===== src/rtl/decoder_nx_pkg.sv =====
// Shared types and helpers for the decoder_nx one-hot line decoder.
package decoder_nx_pkg;

  localparam int DWELL_CW  = 24;
  localparam int MAX_OUT_W = 256;

  typedef enum logic {
    MODE_DIRECT = 1'b0,
    MODE_SCAN   = 1'b1
  } mode_e;

  // Bits at or above `width` are always zero; callers size-cast the result.
  function automatic logic [MAX_OUT_W-1:0] onehot(input int idx, input int width);
    logic [MAX_OUT_W-1:0] vec;
    vec = '0;
    for (int k = 0; k < MAX_OUT_W; k++) vec[k] = (k == idx) && (k < width);
    return vec;
  endfunction

  function automatic logic active_level(input logic active_low, input logic opt);
    return ~active_low ^ opt;
  endfunction

endpackage


===== src/rtl/decoder_nx_scan_cnt.sv =====
// Dwell counter and index register: steps the index every DWELL cycles while
// not cleared, takes a direct load otherwise, and pulses wrap on OUT_W-1 -> 0.
module decoder_nx_scan_cnt
  import decoder_nx_pkg::*;
#(
  parameter int SEL_W = 3,
  parameter int DWELL = 1000
) (
  input  logic             clk,
  input  logic             rst,
  input  logic             clear,
  input  logic             load,
  input  logic [SEL_W-1:0] load_val,
  output logic [SEL_W-1:0] idx,
  output logic [SEL_W-1:0] idx_nxt,
  output logic             wrap
);

  localparam logic [DWELL_CW-1:0] TC = DWELL_CW'(DWELL - 1);

  logic [DWELL_CW-1:0] cnt;
  logic [DWELL_CW-1:0] cnt_nxt;
  logic                tc;
  logic                step;

  assign tc   = (cnt == TC);
  assign step = ~clear & tc;

  always_comb begin
    idx_nxt = idx;
    if (load)      idx_nxt = load_val;
    else if (step) idx_nxt = idx + SEL_W'(1);
  end

  assign cnt_nxt = (clear | tc) ? '0 : cnt + DWELL_CW'(1);

  always_ff @(posedge clk or posedge rst) begin
    if (rst) begin
      cnt  <= '0;
      idx  <= '0;
      wrap <= 1'b0;
    end else begin
      cnt  <= cnt_nxt;
      idx  <= idx_nxt;
      wrap <= step & (idx == '1);
    end
  end

endmodule


===== src/rtl/decoder_nx.sv =====
// Registered one-hot line decoder with direct select handshake and auto scan.
// Optional dead-time on index change is built when DECODER_NX_BLANK_EN is defined.
module decoder_nx
  import decoder_nx_pkg::*;
#(
  parameter int SEL_W      = 3,
  parameter bit ACTIVE_LOW = 1'b1,
  parameter int DWELL      = 1000,
  parameter int BLANK      = 2
) (
  input  logic                i_clk,
  input  logic                i_rst,
  input  logic                i_mode,
  input  logic [SEL_W-1:0]    i_sel,
  input  logic                i_sel_vld,
  output logic                o_sel_rdy,
  input  logic                i_opt,
  input  logic                i_en,
  output logic [2**SEL_W-1:0] o_y,
  output logic [SEL_W-1:0]    o_idx,
  output logic                o_wrap
);

  localparam int OUT_W = 2**SEL_W;

  mode_e            mode;
  logic [SEL_W-1:0] idx_nxt;
  logic             accept;
  logic             blanking;
  logic             act;
  logic [OUT_W-1:0] mask;
  logic [OUT_W-1:0] y_nxt;

  assign mode   = mode_e'(i_mode);
  assign accept = i_sel_vld & o_sel_rdy;

  decoder_nx_scan_cnt #(
    .SEL_W (SEL_W),
    .DWELL (DWELL)
  ) u_scan_cnt (
    .clk      (i_clk),
    .rst      (i_rst),
    .clear    (mode != MODE_SCAN),
    .load     (accept),
    .load_val (i_sel),
    .idx      (o_idx),
    .idx_nxt  (idx_nxt),
    .wrap     (o_wrap)
  );

`ifdef DECODER_NX_BLANK_EN
  localparam int BW = $clog2(BLANK + 1);

  logic [BW-1:0] blank_cnt;
  logic [BW-1:0] blank_nxt;

  // The blank window keeps running across mode changes.
  always_comb begin
    blank_nxt = '0;
    if (idx_nxt != o_idx)    blank_nxt = BW'(BLANK);
    else if (blank_cnt != 0) blank_nxt = blank_cnt - BW'(1);
  end

  always_ff @(posedge i_clk or posedge i_rst) begin
    if (i_rst) blank_cnt <= '0;
    else       blank_cnt <= blank_nxt;
  end

  assign blanking  = (blank_nxt != '0);
  assign o_sel_rdy = (mode == MODE_DIRECT) & (blank_cnt == '0);
`else
  logic unused_blank;
  assign unused_blank = ^BLANK;
  assign blanking     = 1'b0;
  assign o_sel_rdy    = (mode == MODE_DIRECT);
`endif

  assign act   = active_level(ACTIVE_LOW, i_opt);
  assign mask  = (i_en & ~blanking) ? OUT_W'(onehot(int'(idx_nxt), OUT_W)) : '0;
  assign y_nxt = act ? mask : ~mask;

  always_ff @(posedge i_clk or posedge i_rst) begin
    if (i_rst) o_y <= {OUT_W{ACTIVE_LOW}};
    else       o_y <= y_nxt;
  end

endmodule


===== config.mk =====
export PLATFORM = sky130hd
export DESIGN_NAME = decoder_nx
export DESIGN_NICKNAME = d
export VERILOG_FILES = /design/src/rtl/decoder_nx_pkg.sv /design/src/rtl/decoder_nx_scan_cnt.sv /design/src/rtl/decoder_nx.sv
export SDC_FILE = /design/constraint.sdc
export NUM_CORES = 1
export LEC_CHECK = 0
export CAP_MARGIN = 10
export CORE_ASPECT_RATIO = 1.5
export CORE_UTILIZATION = 58
export DETAILED_ROUTE_END_ITERATION = 16
export DONT_BUFFER_PORTS = 1
export PLACE_DENSITY_LB_ADDON = 0.1
export SKIP_CTS_REPAIR_TIMING = 1
export SKIP_LAST_GASP = 1
export SLEW_MARGIN = 15
export SYNTH_ARGS = -nofsm -noshare
export SYNTH_HDL_FRONTEND = slang
export SYNTH_HIERARCHICAL = 1
export SYNTH_SLANG_ARGS = --single-unit

===== constraint.sdc =====
create_clock -name i_clk -period 2.7 [get_ports i_clk]
set_input_delay 0.54 -clock i_clk [delete_from_list [all_inputs] [get_ports i_clk]]
set_output_delay 0.54 -clock i_clk [all_outputs]
set_load 0.02 [all_outputs]

==> results of run 1 <==
-- flip-flops by register name, summed over array words and instances, names as in the netlist --
register,count
o_y,8
u_scan_cnt/wrap,1
u_scan_cnt/idx,3
u_scan_cnt/cnt,24
-- final cells by class --
cell class | instances | area (um^2)
inverters | 10 | 37.54
repair buffers | 2 | 15.01
fillers | 245 | 1017
well taps | 39 | 48.80
flip-flops and latches | 36 | 910.9
clock buffers | 7 | 76.32
clock inverters | 1 | 5.005
multi-input cells | 129 | 862.1
-- metal layers --
layer,wire length [um],vias up,GRT usage,share of wire
met4,125,0,0.1327,0.035
met5,0,-,0,0
li1,-,662,-,-
met1,1368,666,0.2987,0.38
met2,1921,35,0.4144,0.54
met3,153,12,0.06633,0.043
-- kinds of logic after synthesis --
family                     count (synthesis)  share of synthesized area
DFF                                       36                     0.4952
and+or+nand+nor                           79                     0.2694
buffers and inverters                     17                    0.03605
xor gates and xnor gates                  20                    0.09523
adders and majority gates                  3                    0.02041
AOI/OAI and AO/OA                         27                    0.08368
-- stage by stage --
stage | cells | power (mW) | hold WS (ps) | utilization | cell area (um^2)
after floorplan | 182 | 0.6803 | 432.9 | - | 1839
after detailed placement | 216 | 0.7014 | 457.0 | 0.6305 | 1874
after global placement | 216 | 0.6958 | 443.8 | 0.6305 | 1874
after global routing | 224 | 1.106 | 244.3 | 0.6578 | 1956
after CTS | 224 | 1.064 | 215.7 | 0.6578 | 1956
final | 224 | 1.053 | 199.1 | 0.6578 | 1956
-- cell usage after synthesis (3+ instances only) --
cell      number
nor3_1         3
nand4_1        9
nor4_1         4
or3_1          6
a21oi_1       10
inv_1         10
xor2_1        10
o21ai_0        8
xnor2_1       10
dfstp_2        8
clkbuf_1       4
a31oi_1        3
or4_1          7
ha_1           3
nand4b_1       6
dfrtp_1       28
nand3_1        3
and4_1         5
nor2_1        18
o31ai_1        5
and4bb_1       3
nand2_1        8
-- report_power, final --
part	switching, mW	leakage [nW]	internal [mW]
Combinational	0.0483	0.258	0.0307
Clock	0.182	0.0422	0.181
Sequential	0.0385	0.464	0.572
-- how the worst min path moves through the flow --
| stage | from | endpoint | slack [ps] | depth (start not counted) |
|---|---|---|---|---|
| 6_report | i_rst | u_scan_cnt/cnt[20]$_DFF_PP0_ | 200 | 2 |
| 3_5_place_dp | u_scan_cnt/cnt[0]$_DFF_PP0_ | u_scan_cnt/cnt[0]$_DFF_PP0_ | 460 | 1 |
| 2_1_floorplan | u_scan_cnt/cnt[0]$_DFF_PP0_ | u_scan_cnt/cnt[0]$_DFF_PP0_ | 430 | 1 |
| 4_1_cts | i_rst | u_scan_cnt/cnt[20]$_DFF_PP0_ | 220 | 2 |
| 5_1_grt | i_rst | u_scan_cnt/cnt[20]$_DFF_PP0_ | 240 | 2 |
| 3_3_place_gp | u_scan_cnt/cnt[0]$_DFF_PP0_ | u_scan_cnt/cnt[0]$_DFF_PP0_ | 440 | 1 |
==> metrics.csv, run 1 <==
stage,metric,value,unit
run_status,status,"complete, no violations",
sta,report.final.hold_viol_count,0,
sta,tightest_slew,738.4,ps
setup_path,cp-startpoint,u_scan_cnt/cnt[16]$_DFF_PP0_,
sta,layout_skew,11.32,ps
sta,fmax,432.1,MHz
setup_path,cp_cell_sequence,nor4_1 -> and3_1 -> nand4b_1 -> a31oi_1 -> and4bb_1 -> xnor2_1,
grt,antenna_found_initial,0,
place,io_buffer_count,0,
clock_tree,clk_latency,290,ps
clock_tree,worst_setup_hold_path_clk_slew,70,ps
sta,setup_violations,0,
final_layout,finish.net_count,196,
sta,timing.final.ws_setup,385.9,ps
floorplanning,initial_utilization,0.6187,
setup_path,critical_path_required,2920,ps
setup_path,r2r_end,o_y[4]$_DFF_PP1_,
place,dpl.hpwl,2586,um
synth,ys_seq_area_frac,0.4952,
synth,asyncSetResetFlopFracSynth,1.000,
grt,pin_count_of_the_biggest_net_entering_global_routing,29,
synth,synth_area_leader_cell,dfrtp_1,
grt,grt_pass1_wl,6258,um
route,drtPass1Iterations,4,
clock_tree,max-clock-path-buffers,2,
clock_tree,clock-root-buffer,clkbuf_8,
sta,finalMaxSlewViolations,0,
clock_tree,h-tree-depth,2,
setup_path,worst-path-buf-inv,0,
sta,worst_slew_margin_rel,0.5077,
grt,grt_use_total,0.2573,
sta,layout_min_cycle_time,2314,ps
setup_path,r2r-start,u_scan_cnt/cnt[16]$_DFF_PP0_,
final_layout,antennaDiodeCount,0,
place,gp_congestion,0.9076,
route,drt_drc_violations_left,0,
setup_path,timing.critical_path.max_delay_family,simple AND/OR/NAND/NOR gates,
final_layout,share_of_post_route_cells_with_drive_strength_above_1,0.1027,
setup_path,cp-endpoint,o_y[4]$_DFF_PP1_,
clock_tree,cts_tree,built,
flow_run,maxCapViolCount,0,
setup_path,criticalPathCategory,flip-flop to flip-flop,
synth,postSynthAreaPerCell,10.11,um^2
place,place_ws,357.0,ps
synth,synthesis.instances,182,
floorplanning,coreArea,2973,um^2
synth,yosys.area.top_type_share,0.3810,
route,routedWlPerCell,15.92,um
setup_path,worst_ep_arrival_time,2530,ps
floorplanning,die_height,70.97,um
setup_path,critical-path-max-stage-delay,550,ps
setup_path,worstSetupPathDepth,6,
route,routed-via-count,1375,
synth,synth-warning-count,6,
synth,syn_nets,194,
setup_path,critPathSlowestCell,a31oi_1,
setup_path,worstSetupEndpointType,flip-flop,
grt,vias_in_the_first_global_route,1422,
synth,synth.distinct_cells,31,
final_layout,layout_common_cells,"dfrtp_1 (28), nor2_1 (18)",
clock_tree,clock_sink_count,36,
sta,tns,0,ps
route,antenna_viol_nets_final,0,
route,drt_wl_total,3567,um
worst_hold_path,timing.hold.worst.class,primary input to asynchronous set/reset pin,
pwr,p_leak,0.7646,nW
route,detail_route.vias_per_cell,6.138,
final_layout,syn_to_final_growth,6.327,%
grt,grt.overflow.total,0,
setup_path,minimum_setup_slack_among_reg_to_reg_paths,390,ps
synth,synthFlopType,dfrtp_1,
sta,grt_setup_unrepaired,false,
sta,period_share,0.8571,
pwr,peakVddDrop,474.2,uV
setup_path,critical_path_peak_fanout,9,
synth,ys_seq_elements,36,
synth,synth.cell_area,1839,um^2
final_layout,layout_commonest_cell,dfrtp_1,
setup_path,start_kind,flip-flop,
clock_tree,cts_made_buffers,5,
synth,synth_edf_count,0,
floorplanning,die_area,3405,um^2
route,detail_route.iter0.violations,29,
floorplanning,die-width,47.98,um
pwr,p_per_area,538.2,nW/um^2
floorplanning,placementRows,24,
floorplanning,io-pin-count,22,
setup_path,worstRegToRegCells,6,
synth,yosys-top-cells-area,"dfrtp_1 (38%), dfstp_2 (11%), xnor2_1 (4.8%)",
(Power assumes the default switching activity.)
==> run 2: changes to the inputs <==
--- a/config.mk
+++ b/config.mk
@@ -6,7 +6,7 @@
 export NUM_CORES = 1
 export LEC_CHECK = 0
 export CAP_MARGIN = 10
-export CORE_ASPECT_RATIO = 1.5
+export CORE_ASPECT_RATIO = 1.4
 export CORE_UTILIZATION = 58
 export DETAILED_ROUTE_END_ITERATION = 16
 export DONT_BUFFER_PORTS = 1
==> run 2 against run 1 <==
- sequential share of layout area fell by 0.12 points
- core utilization rose by 1.0 points
- cell count fell by 1.3%
- die area barely moved
- setup slack got worse by 49 ps
- non-clock buffer count fell by 1
- critical endpoint is now o_y[3]$_DFF_PP1_
==> metrics.csv, run 2 (synthesis results as in run 1) <==
stage,metric,value,unit
floorplanning,die_area,3404,um^2
route,drt_wl_total,3517,um
worst_hold_path,timing.hold.worst.class,primary input to asynchronous set/reset pin,
place,io_buffer_count,0,
sta,setup_violations,0,
place,dpl.hpwl,2512,um
final_layout,share_of_post_route_cells_with_drive_strength_above_1,0.1033,
setup_path,critical_path_peak_fanout,9,
setup_path,r2r-start,u_scan_cnt/cnt[16]$_DFF_PP0_,
sta,tns,0,ps
setup_path,r2r_end,o_y[3]$_DFF_PP1_,
clock_tree,clock-root-buffer,clkbuf_8,
route,antenna_viol_nets_final,0,
clock_tree,cts_made_buffers,5,
setup_path,worst_ep_arrival_time,2560,ps
sta,layout_skew,3.763,ps
floorplanning,coreArea,2935,um^2
final_layout,finish.net_count,195,
final_layout,layout_top_registers,"u_scan_cnt/cnt x24, o_y x8, u_scan_cnt/idx x3",
sta,worst_slew_margin_rel,0.5361,
sta,tightest_slew,695.9,ps
setup_path,criticalPathCategory,flip-flop to flip-flop,
place,gp_congestion,0.8413,
floorplanning,die_height,68.63,um
final_layout,max_ffs_per_register,24,
route,detail_route.vias_per_cell,6.136,
setup_path,critical_path_required,2900,ps
sta,finalMaxSlewViolations,0,
sta,report.final.hold_viol_count,0,
final_layout,top_register,u_scan_cnt/cnt,
clock_tree,clk_latency,280,ps
clock_tree,max-clock-path-buffers,2,
final_layout,syn_to_final_growth,6.599,%
flow_run,maxCapViolCount,0,
final_layout,layout_commonest_cell,dfrtp_1,
floorplanning,io-pin-count,22,
route,routed-via-count,1356,
grt,pin_count_of_the_biggest_net_entering_global_routing,29,
pwr,p_per_area,544.8,nW/um^2
final_layout,final_core_util,0.6679,
clock_tree,clock_sink_count,36,
setup_path,start_kind,flip-flop,
route,drt_drc_violations_left,0,
grt,grt_use_total,0.2279,
route,detail_route.iter0.violations,25,
floorplanning,initial_utilization,0.6266,
pwr,p_leak,0.7638,nW
clock_tree,h-tree-depth,2,
grt,grt.overflow.total,0,
route,drtPass1Iterations,4,
setup_path,minimum_setup_slack_among_reg_to_reg_paths,340,ps
setup_path,worstRegToRegCells,6,
sta,layout_min_cycle_time,2363,ps
pwr,power,1.068,mW
setup_path,worstSetupEndpointType,flip-flop,
final_layout,antennaDiodeCount,0,
clock_tree,worst_setup_hold_path_clk_slew,70,ps
clock_tree,cts_tree,built,
pwr,peakVddDrop,504.6,uV
grt,antenna_found_initial,0,
run_status,status,"complete, no violations",
sta,period_share,0.8753,
floorplanning,die-width,49.60,um
grt,vias_in_the_first_global_route,1337,
grt,grt_pass1_wl,5802,um
route,routedWlPerCell,15.91,um
sta,fmax,423.1,MHz
floorplanning,placementRows,23,
final_layout,layout_common_cells,"dfrtp_1 (28), nor2_1 (18)",
sta,grt_setup_unrepaired,false,
run 2: how the worst max path moves through the flow:
stage | slack, ps | to | start
2_1_floorplan | 540 | o_y[1]$_DFF_PP1_ | u_scan_cnt/cnt[5]$_DFF_PP0_
3_3_place_gp | 320 | o_y[1]$_DFF_PP1_ | u_scan_cnt/cnt[21]$_DFF_PP0_
3_5_place_dp | 210 | o_y[3]$_DFF_PP1_ | u_scan_cnt/cnt[16]$_DFF_PP0_
4_1_cts | 180 | o_y[3]$_DFF_PP1_ | u_scan_cnt/cnt[16]$_DFF_PP0_
5_1_grt | 140 | o_y[4]$_DFF_PP1_ | u_scan_cnt/cnt[16]$_DFF_PP0_
6_report | 340 | o_y[3]$_DFF_PP1_ | u_scan_cnt/cnt[16]$_DFF_PP0_
run 2: report_power, final:
part | switching [mW] | total (mW) | internal (mW)
logic | 0.0491 | 0.0784 | 0.0293
registers | 0.0375 | 0.609 | 0.572
clock network | 0.172 | 0.380 | 0.208
total | 0.259 | 1.07 | 0.809
run 2: cell type report:
type,instances,area [um^2]
fill,238,974.7
sequential,36,910.9
multi-input combinational,129,868.3
clock buffer,8,90.09
tap,37,46.29
inverter,10,37.54
timing repair buffer,1,7.507
run 2: through the flow:
stage                     instance area (um^2)  hold WS [ps]  cells  setup slack, ps
after global placement                    1864         446.2    213            319.1
after CTS                                 1954         221.6    221            183.8
final                                     1961         215.0    221            336.7
after global routing                      1961         239.0    221            143.6
after detailed placement                  1864         451.3    213            213.9
after floorplan                           1839         432.9    182            540.8
run 2: critical path, stage by stage (launching register included):
cell      delay (ps)
dfrtp_1          440
nor4_1           450
nand4b_1         240
or3_1            390
a31oi_2          390
nand4b_1         190
xor2_1           190
run 2: layer usage:
metal / global-route usage / part of all wire
met5: 0 / 0
met2: 0.4341 / 0.56
met3: 0.06140 / 0.036
met4: 0.08571 / 0.0026
met1: 0.2382 / 0.40
